<file path="src/rtl/pchb_pkg.sv">
// rtl/pchb_pkg.sv - shared dual-rail constants, FSM state type and index helper
package pchb_pkg;

    // Dual-rail pair codes: rail 0 = false, rail 1 = true
    localparam logic [1:0] DR_NEUTRAL = 2'b00;
    localparam logic [1:0] DR_ZERO    = 2'b01;
    localparam logic [1:0] DR_ONE     = 2'b10;
    localparam logic [1:0] DR_ILLEGAL = 2'b11;

    typedef enum logic [1:0] {
        IDLE = 2'd0,
        DATA = 2'd1,
        RTZ  = 2'd2
    } pchb_state_t;

    // Width of a channel index; never zero so a 1-bit register still exists
    function automatic int idx_width(input int n);
        return (n > 1) ? $clog2(n) : 1;
    endfunction

endpackage

</file>
<file path="src/rtl/pchb_mux_n_dr_complete.sv">
// rtl/pchb_mux_n_dr_complete.sv - combinational completion detector for a W-bit dual-rail bus
module dr_complete
    import pchb_pkg::*;
#(
    parameter int W = 1
) (
    input  logic [2*W-1:0] d,
    output logic           all_valid,
    output logic           all_neutral,
    output logic           any_illegal
);

    // Classify every pair; a bus is valid or neutral only if all its pairs agree
    always_comb begin
        all_valid   = 1'b1;
        all_neutral = 1'b1;
        any_illegal = 1'b0;
        for (int i = 0; i < W; i++) begin
            case (d[2*i +: 2])
                DR_NEUTRAL: all_valid = 1'b0;
                DR_ZERO,
                DR_ONE:     all_neutral = 1'b0;
                default: begin
                    all_valid   = 1'b0;
                    all_neutral = 1'b0;
                    any_illegal = 1'b1;
                end
            endcase
        end
    end

endmodule

</file>
<file path="src/rtl/pchb_mux_n.sv">
// rtl/pchb_mux_n.sv - clocked N-input dual-rail PCHB multiplexer with sticky illegal-code flag
module pchb_mux_n
    import pchb_pkg::*;
#(
    parameter int N = 2,
    parameter int W = 1
) (
    input  logic             CLK,
    input  logic             RESET,
    input  logic [N*2*W-1:0] L,
    output logic [N-1:0]     Le,
    input  logic [N-1:0]     SEL,
    output logic             SELe,
    output logic [2*W-1:0]   R,
    input  logic             Re,
    output logic             ERR
);

    localparam int KW = idx_width(N);

    pchb_state_t      state_q, state_d;
    logic [2*W-1:0]   r_q, r_d;
    logic [N-1:0]     le_q, le_d;
    logic             sele_q, sele_d;
    logic             err_q, err_d;
    logic [KW-1:0]    k_q, k_d;

    logic [N-1:0]     ch_valid;
    logic [N-1:0]     ch_neutral;
    logic [N-1:0]     ch_illegal;

    logic             sel_valid;
    logic             sel_neutral;
    logic             sel_illegal;
    logic [KW-1:0]    sel_idx;
    logic [2*W-1:0]   sel_data;
    logic             sel_ch_valid;
    logic             sel_ch_illegal;
    logic             k_neutral;

    logic             fire;
    logic             err_evt;
    logic             rtz_done;

    // One completion detector per input channel
    for (genvar g = 0; g < N; g++) begin : g_comp
        dr_complete #(.W(W)) u_comp (
            .d           (L[g*2*W +: 2*W]),
            .all_valid   (ch_valid[g]),
            .all_neutral (ch_neutral[g]),
            .any_illegal (ch_illegal[g])
        );
    end

    // 1-of-N select decode: population count, index encode and masked data mux
    always_comb begin
        int unsigned cnt;
        cnt      = 0;
        sel_idx  = '0;
        sel_data = '0;
        for (int i = 0; i < N; i++) begin
            if (SEL[i]) begin
                cnt      = cnt + 1;
                sel_idx  = KW'(i);
                sel_data = sel_data | L[i*2*W +: 2*W];
            end
        end
        sel_neutral = (cnt == 0);
        sel_valid   = (cnt == 1);
        sel_illegal = (cnt > 1);
    end

    // Status of the selected channel (SEL is one-hot whenever these are used)
    assign sel_ch_valid   = |(ch_valid & SEL);
    assign sel_ch_illegal = |(ch_illegal & SEL);

    // Neutrality of the latched channel; other channels are ignored after fire
    always_comb begin
        k_neutral = 1'b0;
        for (int i = 0; i < N; i++) begin
            if (k_q == KW'(i)) begin
                k_neutral = ch_neutral[i];
            end
        end
    end

    assign fire     = (state_q == IDLE) && Re && sel_valid && sel_ch_valid;
    assign err_evt  = (state_q == IDLE) && Re &&
                      (sel_illegal || (sel_valid && sel_ch_illegal));
    assign rtz_done = sel_neutral && k_neutral;

    // State and output registers; reset drops any in-flight token
    always_ff @(posedge CLK) begin
        if (RESET) begin
            state_q <= IDLE;
            r_q     <= '0;
            le_q    <= '1;
            sele_q  <= 1'b1;
            err_q   <= 1'b0;
            k_q     <= '0;
        end else begin
            state_q <= state_d;
            r_q     <= r_d;
            le_q    <= le_d;
            sele_q  <= sele_d;
            err_q   <= err_d;
            k_q     <= k_d;
        end
    end

    // Next-state logic for the four-phase handshake
    always_comb begin
        state_d = state_q;
        case (state_q)
            IDLE:    if (fire)     state_d = DATA;
            DATA:    if (!Re)      state_d = RTZ;
            RTZ:     if (rtz_done) state_d = IDLE;
            default:               state_d = IDLE;
        endcase
    end

    // Next values of the registered outputs and the latched channel index
    always_comb begin
        r_d    = r_q;
        le_d   = le_q;
        sele_d = sele_q;
        err_d  = err_q;
        k_d    = k_q;
        case (state_q)
            IDLE: begin
                if (fire) begin
                    r_d    = sel_data;
                    le_d   = le_q & ~SEL;
                    sele_d = 1'b0;
                    k_d    = sel_idx;
                end
                if (err_evt) begin
                    err_d = 1'b1;
                end
            end
            DATA: begin
                if (!Re) begin
                    r_d = '0;
                end
            end
            RTZ: begin
                // Only Le[k] was lowered, so restoring all enables is equivalent
                if (rtz_done) begin
                    le_d   = '1;
                    sele_d = 1'b1;
                end
            end
            default: begin
                r_d    = '0;
                le_d   = '1;
                sele_d = 1'b1;
            end
        endcase
    end

    assign R    = r_q;
    assign Le   = le_q;
    assign SELe = sele_q;
    assign ERR  = err_q;

endmodule

</file>
<file path="config.mk">
export PLATFORM = sky130hd
export DESIGN_NAME = pchb_mux_n
export DESIGN_NICKNAME = d
export VERILOG_FILES = /design/src/rtl/pchb_pkg.sv /design/src/rtl/pchb_mux_n_dr_complete.sv /design/src/rtl/pchb_mux_n.sv
export SDC_FILE = /design/constraint.sdc
export NUM_CORES = 1
export LEC_CHECK = 0
export BUFFER_PORTS_ARGS = -buffer_cell sky130_fd_sc_hd__buf_2
export CORE_AREA = 2 2 55 44
export CTS_BUF_LIST = sky130_fd_sc_hd__clkbuf_8
export DETAILED_ROUTE_END_ITERATION = 16
export DIE_AREA = 0 0 57 46
export GPL_TIMING_DRIVEN = 0
export PLACE_DENSITY = 0.47
export SYNTH_ARGS = -nofsm -noshare
export SYNTH_HDL_FRONTEND = slang
export SYNTH_SLANG_ARGS = --single-unit
</file>
<file path="constraint.sdc">
create_clock -name CLK -period 1.6 [get_ports CLK]
set_input_delay 0.08 -clock CLK [delete_from_list [all_inputs] [get_ports CLK]]
set_output_delay 0.08 -clock CLK [all_outputs]
set_load 0.005 [all_outputs]
</file>
==> results of run 1 <==
## stage by stage
step	total power, mW	std cells	setup TNS (ns)	hold slack (ns)
after detailed placement	0.369	107	-0.134	0.400
after floorplan	0.323	68	0	0.170
after global routing	0.664	111	0	0.176
after CTS	0.636	111	0	0.151
final	0.626	111	0	0.156
after global placement	0.368	107	-0.127	0.397
## cell families (layout without fill, tap and decap cells)
logic type               after synthesis  after routing  share of synthesized area, %
AND/OR/NAND/NOR                       21             21                          24.9
AO/OA/AOI/OAI                         19             19                          22.4
flip-flops                             9              9                          30.4
multiplexers                           1              1                          1.69
adder cells (fa/ha/maj)                6              6                          12.7
buffers and inverters                 12             30                          7.82
## layout by cell type, fill, tap and decap left out, drive strengths merged, types with 2 or more instances in the layout
cell	count
nor2b	2
o21ai	4
dfxtp	9
nand4	4
nand4b	2
clkbuf	4
a21oi	5
buf	15
a22o	4
a2bb2oi	2
or4b	2
ha	6
nor3b	2
inv	11
a22oi	2
## where the power goes
part / switching [mW] / internal, mW
Clock: 0.0942 / 0.167
Sequential: 0.00854 / 0.238
Combinational: 0.0634 / 0.0537
Total: 0.166 / 0.459
## layout make-up
class / instances / area [sq um] / area share (%)
Tap cell: 25 / 31.3 / 4.24
Buffer: 2 / 8.76 / 1.19
Sequential cell: 9 / 180 / 24.4
Inverter: 10 / 37.5 / 5.08
Timing Repair Buffer: 14 / 70.1 / 9.49
Clock buffer: 3 / 41.3 / 5.59
Multi-Input combinational cell: 47 / 365 / 49.5
Clock inverter: 1 / 3.75 / 0.508
## state kept, by name, summed over array words and instances, names as in the netlist
| register | count |
|---|---|
| ERR | 1 |
| k_q | 1 |
| R | 2 |
| state_q | 2 |
| SELe | 1 |
| Le | 2 |
## critical path, delay by kind of cell
family | cells | cell delay (ns)
AND/OR/NAND/NOR | 2 | 0.65
adder cells (fa/ha/maj) | 1 | 0.39
AO/OA/AOI/OAI | 1 | 0.13
buffers and inverters | 2 | 0.25
## routing by layer
| metal | GRT usage, % | part of all wire (%) | routed length [um] |
|---|---|---|---|
| met2 | 18.9 | 41 | 553 |
| met1 | 14.4 | 51 | 680 |
| met5 | 0 | 0 | 0 |
| met3 | 6.25 | 7.4 | 100 |
| met4 | 4.19 | 0.67 | 9 |
## final timing paths
kind	start	to	slack [ns]	depth (start not counted)
worst min-delay path	Re	state_q[1]	0.16	3
worst min register to register	SELe	SELe	0.46	2
worst max register to register	state_q[0]	R[1]	0.23	4
worst max-delay path	SEL[1]	Le[1]	0.20	6
==> metrics.txt, run 1 <==
run status=complete, no violations; Gate Count Post-Synth=between 60 and 70; setup bufs post-CTS=0; global-route wire length before repair=~2300 um; Cell variety after synth=28; nets=102; layout cell share with drive strength beyond 1=23.3%; total CTS buffers=3; Avg WL per Cell=approximately 12 um; Post-DP Area=693 sq um; gpl congestion=0.703; CTS sink count=9; ranking of synthesized cells by area=dfxtp_1, ha_1, inv_1; synth cell count leaders=inv_1, dfxtp_1, ha_1; part of the Yosys area used for sequential elements=30.4%; HPWL Detailed=1000 um; Clock Skews=0.00403 ns; Final min period=1.40 ns; Leak=0.348 nW; post-cts resize count=0; Async SR Flop Fraction=0%; largest net degree at the start of global routing=11; top cell type by total area after synthesis=dfxtp_1; CTS root buf=clkbuf_8; most common cell in the netlist=inv_1; ys flop type=dfxtp_1; Final Hold Vio Count=0; unrepaired setup endpoints after global routing=false; maximum VDD drop=0.555 mV; die area=2620 sq um; core area=2140 sq um; Max Cap Viol=0; Setup Crit Path Kind=in2reg; post-route ant nets=0; Die H=46 um; Clock Pin Slew Worst Setup and Hold Paths=0.05 ns; vias in the first global route=521; initial DRC count=15; hold-fix buffers at CTS=0; Core Util, Final=34.5%; slowest cell delay on critical path=slightly below 0.4 ns; slowest CP cell=ha_1; Remaining DRCs=0; final worst path period share=between 80 and 90%; Critical Path RT=1.70 ns; TritonCTS clock tree=built; Fmax achieved=712 MHz; crit path max fanout=8; worst-margin pin slew=0.527 ns; Worst slew margin=64.4%; Skew-Pair Late Insertion Delay=0.24 ns; IO buf count=14; # IOs=15; design area=738 sq um; number of synthesized flops with an enable pin=0; register bit total from synthesis=9; Syn Area/Cell=8.70 sq um; Starting Density=27.7%; ant diodes=0; Die X-Extent=57 um; cell breakdown of the critical path=buf_2, inv_1, ha_1, or2b_1, nor4_1, a2bb2oi_1; Rows=15; total track usage=12.1%; Worst Slack Setup Final=approximately 0.2 ns; DP Worst Slack=-0.0426 ns; drt via density=4.99; fill count=237; area grow syn2layout=24.7%; crit start category=input port; crit path capture type=register; via count=554; data arrival time of the critical path=1.50 ns; H-tree depth=1; first-pass iteration count of the detailed router=4; top-area cell type share of the netlist area=30.4%; Max Root-Sink Buffers=2; Syn. warnings=0; Power per Cell Area=around 850 nW/um^2; total gr overflow=0; Cell Area, Synth=592 sq um; worst hold path class=in2reg; syn nets=83; initial antenna violation count=0; max-slew violation count=0; Final Setup Violations=0; WL final=1340 um
Note: power is estimated with default switching activity, not from simulation.
==> run 2: changes to the inputs <==
--- a/config.mk
+++ b/config.mk
@@ -6,12 +6,12 @@
 export NUM_CORES = 1
 export LEC_CHECK = 0
 export BUFFER_PORTS_ARGS = -buffer_cell sky130_fd_sc_hd__buf_2
-export CORE_AREA = 2 2 55 44
+export CORE_AREA = 2 2 39 41
 export CTS_BUF_LIST = sky130_fd_sc_hd__clkbuf_8
 export DETAILED_ROUTE_END_ITERATION = 16
-export DIE_AREA = 0 0 57 46
+export DIE_AREA = 0 0 41 43
 export GPL_TIMING_DRIVEN = 0
-export PLACE_DENSITY = 0.47
+export PLACE_DENSITY = 0.68
 export SYNTH_ARGS = -nofsm -noshare
 export SYNTH_HDL_FRONTEND = slang
 export SYNTH_SLANG_ARGS = --single-unit
==> run 2 against run 1 <==
Die area is 33% lower. Sequential power barely moved. Cell area is 1.5% lower. Wire length shrank 16%. Sequential share of layout area is 0.38 points higher. Cell count shrank 8.1%. Critical path depth unchanged. Utilization is 18 points higher.
==> metrics.txt, run 2 (same netlist as run 1, synthesis figures left out) <==
total track usage=16.5% (was 12.1%); run status=complete, no violations (unchanged); Max Cap Viol=0 (unchanged); TritonCTS clock tree=built (unchanged); Avg WL per Cell=11.1 um (was 12.1 um); Worst slew margin=62.5% (was 64.4%); CTS root buf=clkbuf_8 (unchanged); drt via density=5.47 (was 4.99); Final Setup Violations=0 (unchanged); total gr overflow=0 (unchanged); H-tree depth=1 (unchanged); hold-fix buffers at CTS=0 (unchanged); core area=1380 sq um (was 2140 sq um); setup bufs post-CTS=0 (unchanged); commonest non-fill, non-tap cell in the layout=buf_2 (unchanged); crit path max fanout=8 (unchanged); first-pass iteration count of the detailed router=4 (unchanged); # IOs=15 (unchanged); cell breakdown of the critical path=buf_2, inv_1, ha_1, or2b_1, nor4_1, a2bb2oi_1 (unchanged); IO buf count=14 (unchanged); maximum VDD drop=0.468 mV (was 0.555 mV); Power per Cell Area=853 nW/um^2 (was 848 nW/um^2); largest net degree at the start of global routing=11 (unchanged); post-cts resize count=0 (unchanged); Die H=43 um (was 46 um); area grow syn2layout=22.8% (was 24.7%); post-route ant nets=0 (unchanged); HPWL Detailed=910 um (was 1000 um); unrepaired setup endpoints after global routing=false (unchanged); Clock Skews=0.00449 ns (was 0.00403 ns); vias in the first global route=494 (was 521); Clock Pin Slew Worst Setup and Hold Paths=0.05 ns (about the same); Skew-Pair Late Insertion Delay=0.23 ns (was 0.24 ns); crit start category=input port (unchanged); Starting Density=42.8% (was 27.7%); Critical Path RT=1.70 ns (about the same); worst hold path class=in2reg (unchanged); Remaining DRCs=0 (unchanged); global-route wire length before repair=2030 um (was 2280 um); Setup Crit Path Kind=in2reg (unchanged); max-slew violation count=0 (unchanged); Die X-Extent=41 um (was 57 um); total CTS buffers=3 (unchanged); gpl congestion=0.801 (was 0.703); slowest CP cell=nor4_1 (was ha_1); Final TNS setup=0 ns (unchanged); Rows=14 (was 15); Max Root-Sink Buffers=2 (unchanged); die area=1760 sq um (was 2620 sq um); Tot Pwr=0.620 mW (was 0.626 mW); layout cell share with drive strength beyond 1=23.3% (unchanged); via count=558 (was 554); crit path capture type=register (unchanged); Final min period=1.41 ns (was 1.40 ns); WL final=1130 um (was 1340 um); slowest cell delay on critical path=0.40 ns (was 0.39 ns); final worst path period share=87.8% (was 87.7%); Final Hold Vio Count=0 (unchanged); most frequent cells in the layout=buf_2, inv_1, dfxtp_1 (unchanged); worst-margin pin slew=0.555 ns (was 0.527 ns); initial antenna violation count=0 (unchanged); nets=102 (unchanged); Leak=0.348 nW (unchanged); data arrival time of the critical path=1.51 ns (was 1.50 ns); ant diodes=0 (unchanged); Fmax achieved=712 MHz (about the same); CTS sink count=9 (unchanged); initial DRC count=17 (was 15)
[run 2: where the power goes]
part | leakage (nW) | internal [mW] | total, mW | switching, mW
Clock | 0.0269 | 0.167 | 0.258 | 0.0910
Combinational | 0.247 | 0.0535 | 0.116 | 0.0621
Sequential | 0.0733 | 0.238 | 0.246 | 0.00786
Total | 0.348 | 0.459 | 0.620 | 0.161
[run 2: layout make-up]
cell class	count	area, sq um
multi-input cells	47	365
well taps	16	20.0
inverters	10	37.5
repair buffers	14	70.1
clock buffers	3	41.3
flip-flops and latches	9	180
clock inverters	1	3.75
plain buffers	2	8.76
fillers	124	657
[run 2: path summary, 6_finish.rpt]
check	startpoint	endpoint	slack, ns	depth (start not counted)
max	SEL[1]	Le[0]	0.19	6
min	SEL[1]	Le[1]	0.14	2
min reg2reg	SELe	SELe	0.45	2
max reg2reg	state_q[0]	R[0]	0.23	4
[run 2: critical path: cells and delay by family]
family / cells / cell delay, ns
fa+ha+maj: 1 / 0.37
simple gates: 2 / 0.68
buf+inv: 2 / 0.23
compound gates: 1 / 0.14
[run 2: metal layers]
metal  global-route usage (%)  vias to the layer above  part of all wire, %
met5                        0                        -                    0
met4                     6.00                        0                  1.2
met3                     4.71                        2                  5.3
met2                     23.8                       23                   44
met1                     22.6                      247                   50
li1                         -                      286                    -
[run 2: per-stage QoR]
step	std cells	cell area (sq um)	util (%)	worst slack, ns	hold slack [ns]
final	102	727	52.5	0.195	0.144
after global routing	102	727	52.5	0.0247	0.174
after CTS	102	727	52.5	0.202	0.146
after detailed placement	98	682	49.3	-0.0519	0.390
after global placement	98	682	49.3	-0.0104	0.388
after floorplan	68	592	-	0.324	0.170
==> run 3: changes to the inputs <==
--- a/config.mk
+++ b/config.mk
@@ -11,7 +11,8 @@
 export DETAILED_ROUTE_END_ITERATION = 16
 export DIE_AREA = 0 0 41 43
 export GPL_TIMING_DRIVEN = 0
-export PLACE_DENSITY = 0.68
+export PLACE_DENSITY = 0.62
 export SYNTH_ARGS = -nofsm -noshare
 export SYNTH_HDL_FRONTEND = slang
+export SYNTH_HIERARCHICAL = 1
 export SYNTH_SLANG_ARGS = --single-unit
==> run 3 against run 2 <==
Clock skew fell by 0.0019 ns. Combinational power fell by 10%. Worst hold slack got worse by 0.047 ns. Global-route usage fell by 0.084 points. Largest cell class unchanged. Largest power group unchanged.
==> metrics.txt, run 3 <==
Fmax achieved=730 MHz (was 712 MHz); initial antenna violation count=0 (unchanged); register bit total from synthesis=9 (unchanged); Cell variety after synth=20 (was 28); commonest non-fill, non-tap cell in the layout=buf_2 (unchanged); Starting Density=37.7% (was 42.8%); post-cts resize count=0 (unchanged); vias in the first global route=474 (was 494); unrepaired setup endpoints after global routing=false (unchanged); Power per Cell Area=927 nW/um^2 (was 853 nW/um^2); ant diodes=0 (unchanged); crit path max fanout=9 (was 8); Cell Area, Synth=522 sq um (was 592 sq um); H-tree depth=1 (unchanged); Setup Crit Path Kind=reg2reg (was in2reg); Syn Area/Cell=8.55 sq um (was 8.70 sq um); synth cell count leaders=dfxtp_1, inv_1, ha_1 (was inv_1, dfxtp_1, ha_1); ranking of synthesized cells by area=dfxtp_1, ha_1, inv_1 (unchanged); TritonCTS clock tree=built (unchanged); # IOs=15 (unchanged); gpl congestion=0.745 (was 0.801); most common cell in the netlist=dfxtp_1 (was inv_1); CTS root buf=clkbuf_8 (unchanged); setup bufs post-CTS=0 (unchanged); Final Setup Violations=0 (unchanged); Final TNS setup=0 ns (unchanged); crit start category=register (was input port); CTS sink count=9 (unchanged); DP Worst Slack=0.163 ns (was -0.0519 ns); Remaining DRCs=0 (unchanged); run status=complete, no violations (unchanged); fill count=143 (was 124); Worst slew margin=66.1% (was 62.5%); total track usage=16.4% (was 16.5%); part of the Yosys area used for sequential elements=34.5% (was 30.4%); Critical Path RT=1.73 ns (was 1.70 ns); Die X-Extent=41 um (unchanged); Clock Pin Slew Worst Setup and Hold Paths=0.05 ns (about the same); slowest CP cell=nor3b_1 (was nor4_1); die area=1760 sq um (unchanged); final worst path period share=85.7% (was 87.8%); nets=95 (was 102); Leak=0.306 nW (was 0.348 nW); top-area cell type share of the netlist area=34.5% (was 30.4%); Worst Slack Setup Final=0.230 ns (was 0.195 ns); top cell type by total area after synthesis=dfxtp_1 (unchanged); cell breakdown of the critical path=buf_2, nor3b_1, nand3_1, a21o_1 (was buf_2, inv_1, ha_1, or2b_1, nor4_1, a2bb2oi_1); total CTS buffers=3 (unchanged); IO buf count=14 (unchanged); Die H=43 um (unchanged); largest net degree at the start of global routing=10 (was 11); data arrival time of the critical path=1.50 ns (was 1.51 ns); HPWL Detailed=800 um (was 910 um); number of synthesized flops with an enable pin=0 (unchanged); initial DRC count=6 (was 17); register area=180 sq um (unchanged); Syn. warnings=6 (was 0); Rows=14 (unchanged); total gr overflow=0 (unchanged); hold-fix buffers at CTS=0 (unchanged); post-route ant nets=0 (unchanged); Final Hold Vio Count=0 (unchanged); Avg WL per Cell=10.8 um (was 11.1 um); Async SR Flop Fraction=0% (unchanged); multi-input combinational cell area=310 sq um (was 365 sq um); Clock Skews=0.00256 ns (was 0.00449 ns); WL final=1030 um (was 1130 um); Crit path max-delay family=simple AND/OR/NAND/NOR gates (unchanged); area grow syn2layout=26.1% (was 22.8%); crit path capture type=register (unchanged); worst-margin pin slew=0.508 ns (was 0.555 ns); ys flop type=dfxtp_1 (unchanged); worst hold path class=in2reg (unchanged); Max Root-Sink Buffers=2 (unchanged); Max Cap Viol=0 (unchanged); slowest cell delay on critical path=0.45 ns (was 0.40 ns); layout cell share with drive strength beyond 1=29.1% (was 23.3%); via count=486 (was 558); Critical path buffers and inverters=1 (was 2); most frequent cells in the layout=buf_2, dfxtp_1, inv_1 (was buf_2, inv_1, dfxtp_1); first-pass iteration count of the detailed router=3 (was 4); maximum VDD drop=0.458 mV (was 0.468 mV); Final min period=1.37 ns (was 1.41 ns); Core Util, Final=47.6% (was 52.5%); drt via density=5.12 (was 5.47); Gate Count Post-Synth=61 (was 68); Tot Pwr=0.610 mW (was 0.620 mW); syn nets=76 (was 83); global-route wire length before repair=1870 um (was 2030 um); max-slew violation count=0 (unchanged); Skew-Pair Late Insertion Delay=0.23 ns (about the same); core area=1380 sq um (unchanged)
## run 3: path summary, 6_finish.rpt
check	startpoint	slack, ns	end	cells past startpoint
setup / recovery	state_q[0]	0.23	SELe	4
hold / removal	RESET	0.1	k_q	2
setup reg to reg	state_q[0]	0.23	SELe	4
hold reg to reg	Le[0]	0.44	Le[0]	1
## run 3: power by group
group          switching [mW]  total (mW)  internal [mW]
sequential            0.00609       0.243          0.237
combinational          0.0555       0.104         0.0485
clock                  0.0931       0.263          0.170
## run 3: layout make-up
class,count,area share [%]
Buffer,1,0.760
Clock buffer,3,6.27
Clock inverter,1,0.760
Inverter,7,3.99
Multi-Input combinational cell,44,47.1
Sequential cell,9,27.4
Tap cell,16,3.04
Timing Repair Buffer,14,10.6
## run 3: through the flow
stage,std cells,cell area (sq um),hold slack [ns]
global route,95,658,0.0981
finish,95,658,0.0964
CTS,95,658,0.0915
global placement,91,612,0.343
detailed placement,91,612,0.344
floorplan,61,522,0.149
## run 3: cell families after synthesis
group	share of synthesized area, %
AO/OA/AOI/OAI	21.8
flip-flops	34.5
adder cells (fa/ha/maj)	14.4
AND/OR/NAND/NOR	21.1
buffers and inverters	6.00
multiplexers	2.16
## run 3: metal layers
layer  global-route usage (%)  up-vias  share of wire (%)
li1                         -      250                  -
met1                     16.5      224                 43
met2                     25.6       12                 50
met3                     9.42        0                6.7
met4                     8.00        0                  0
met5                        0        -                  0
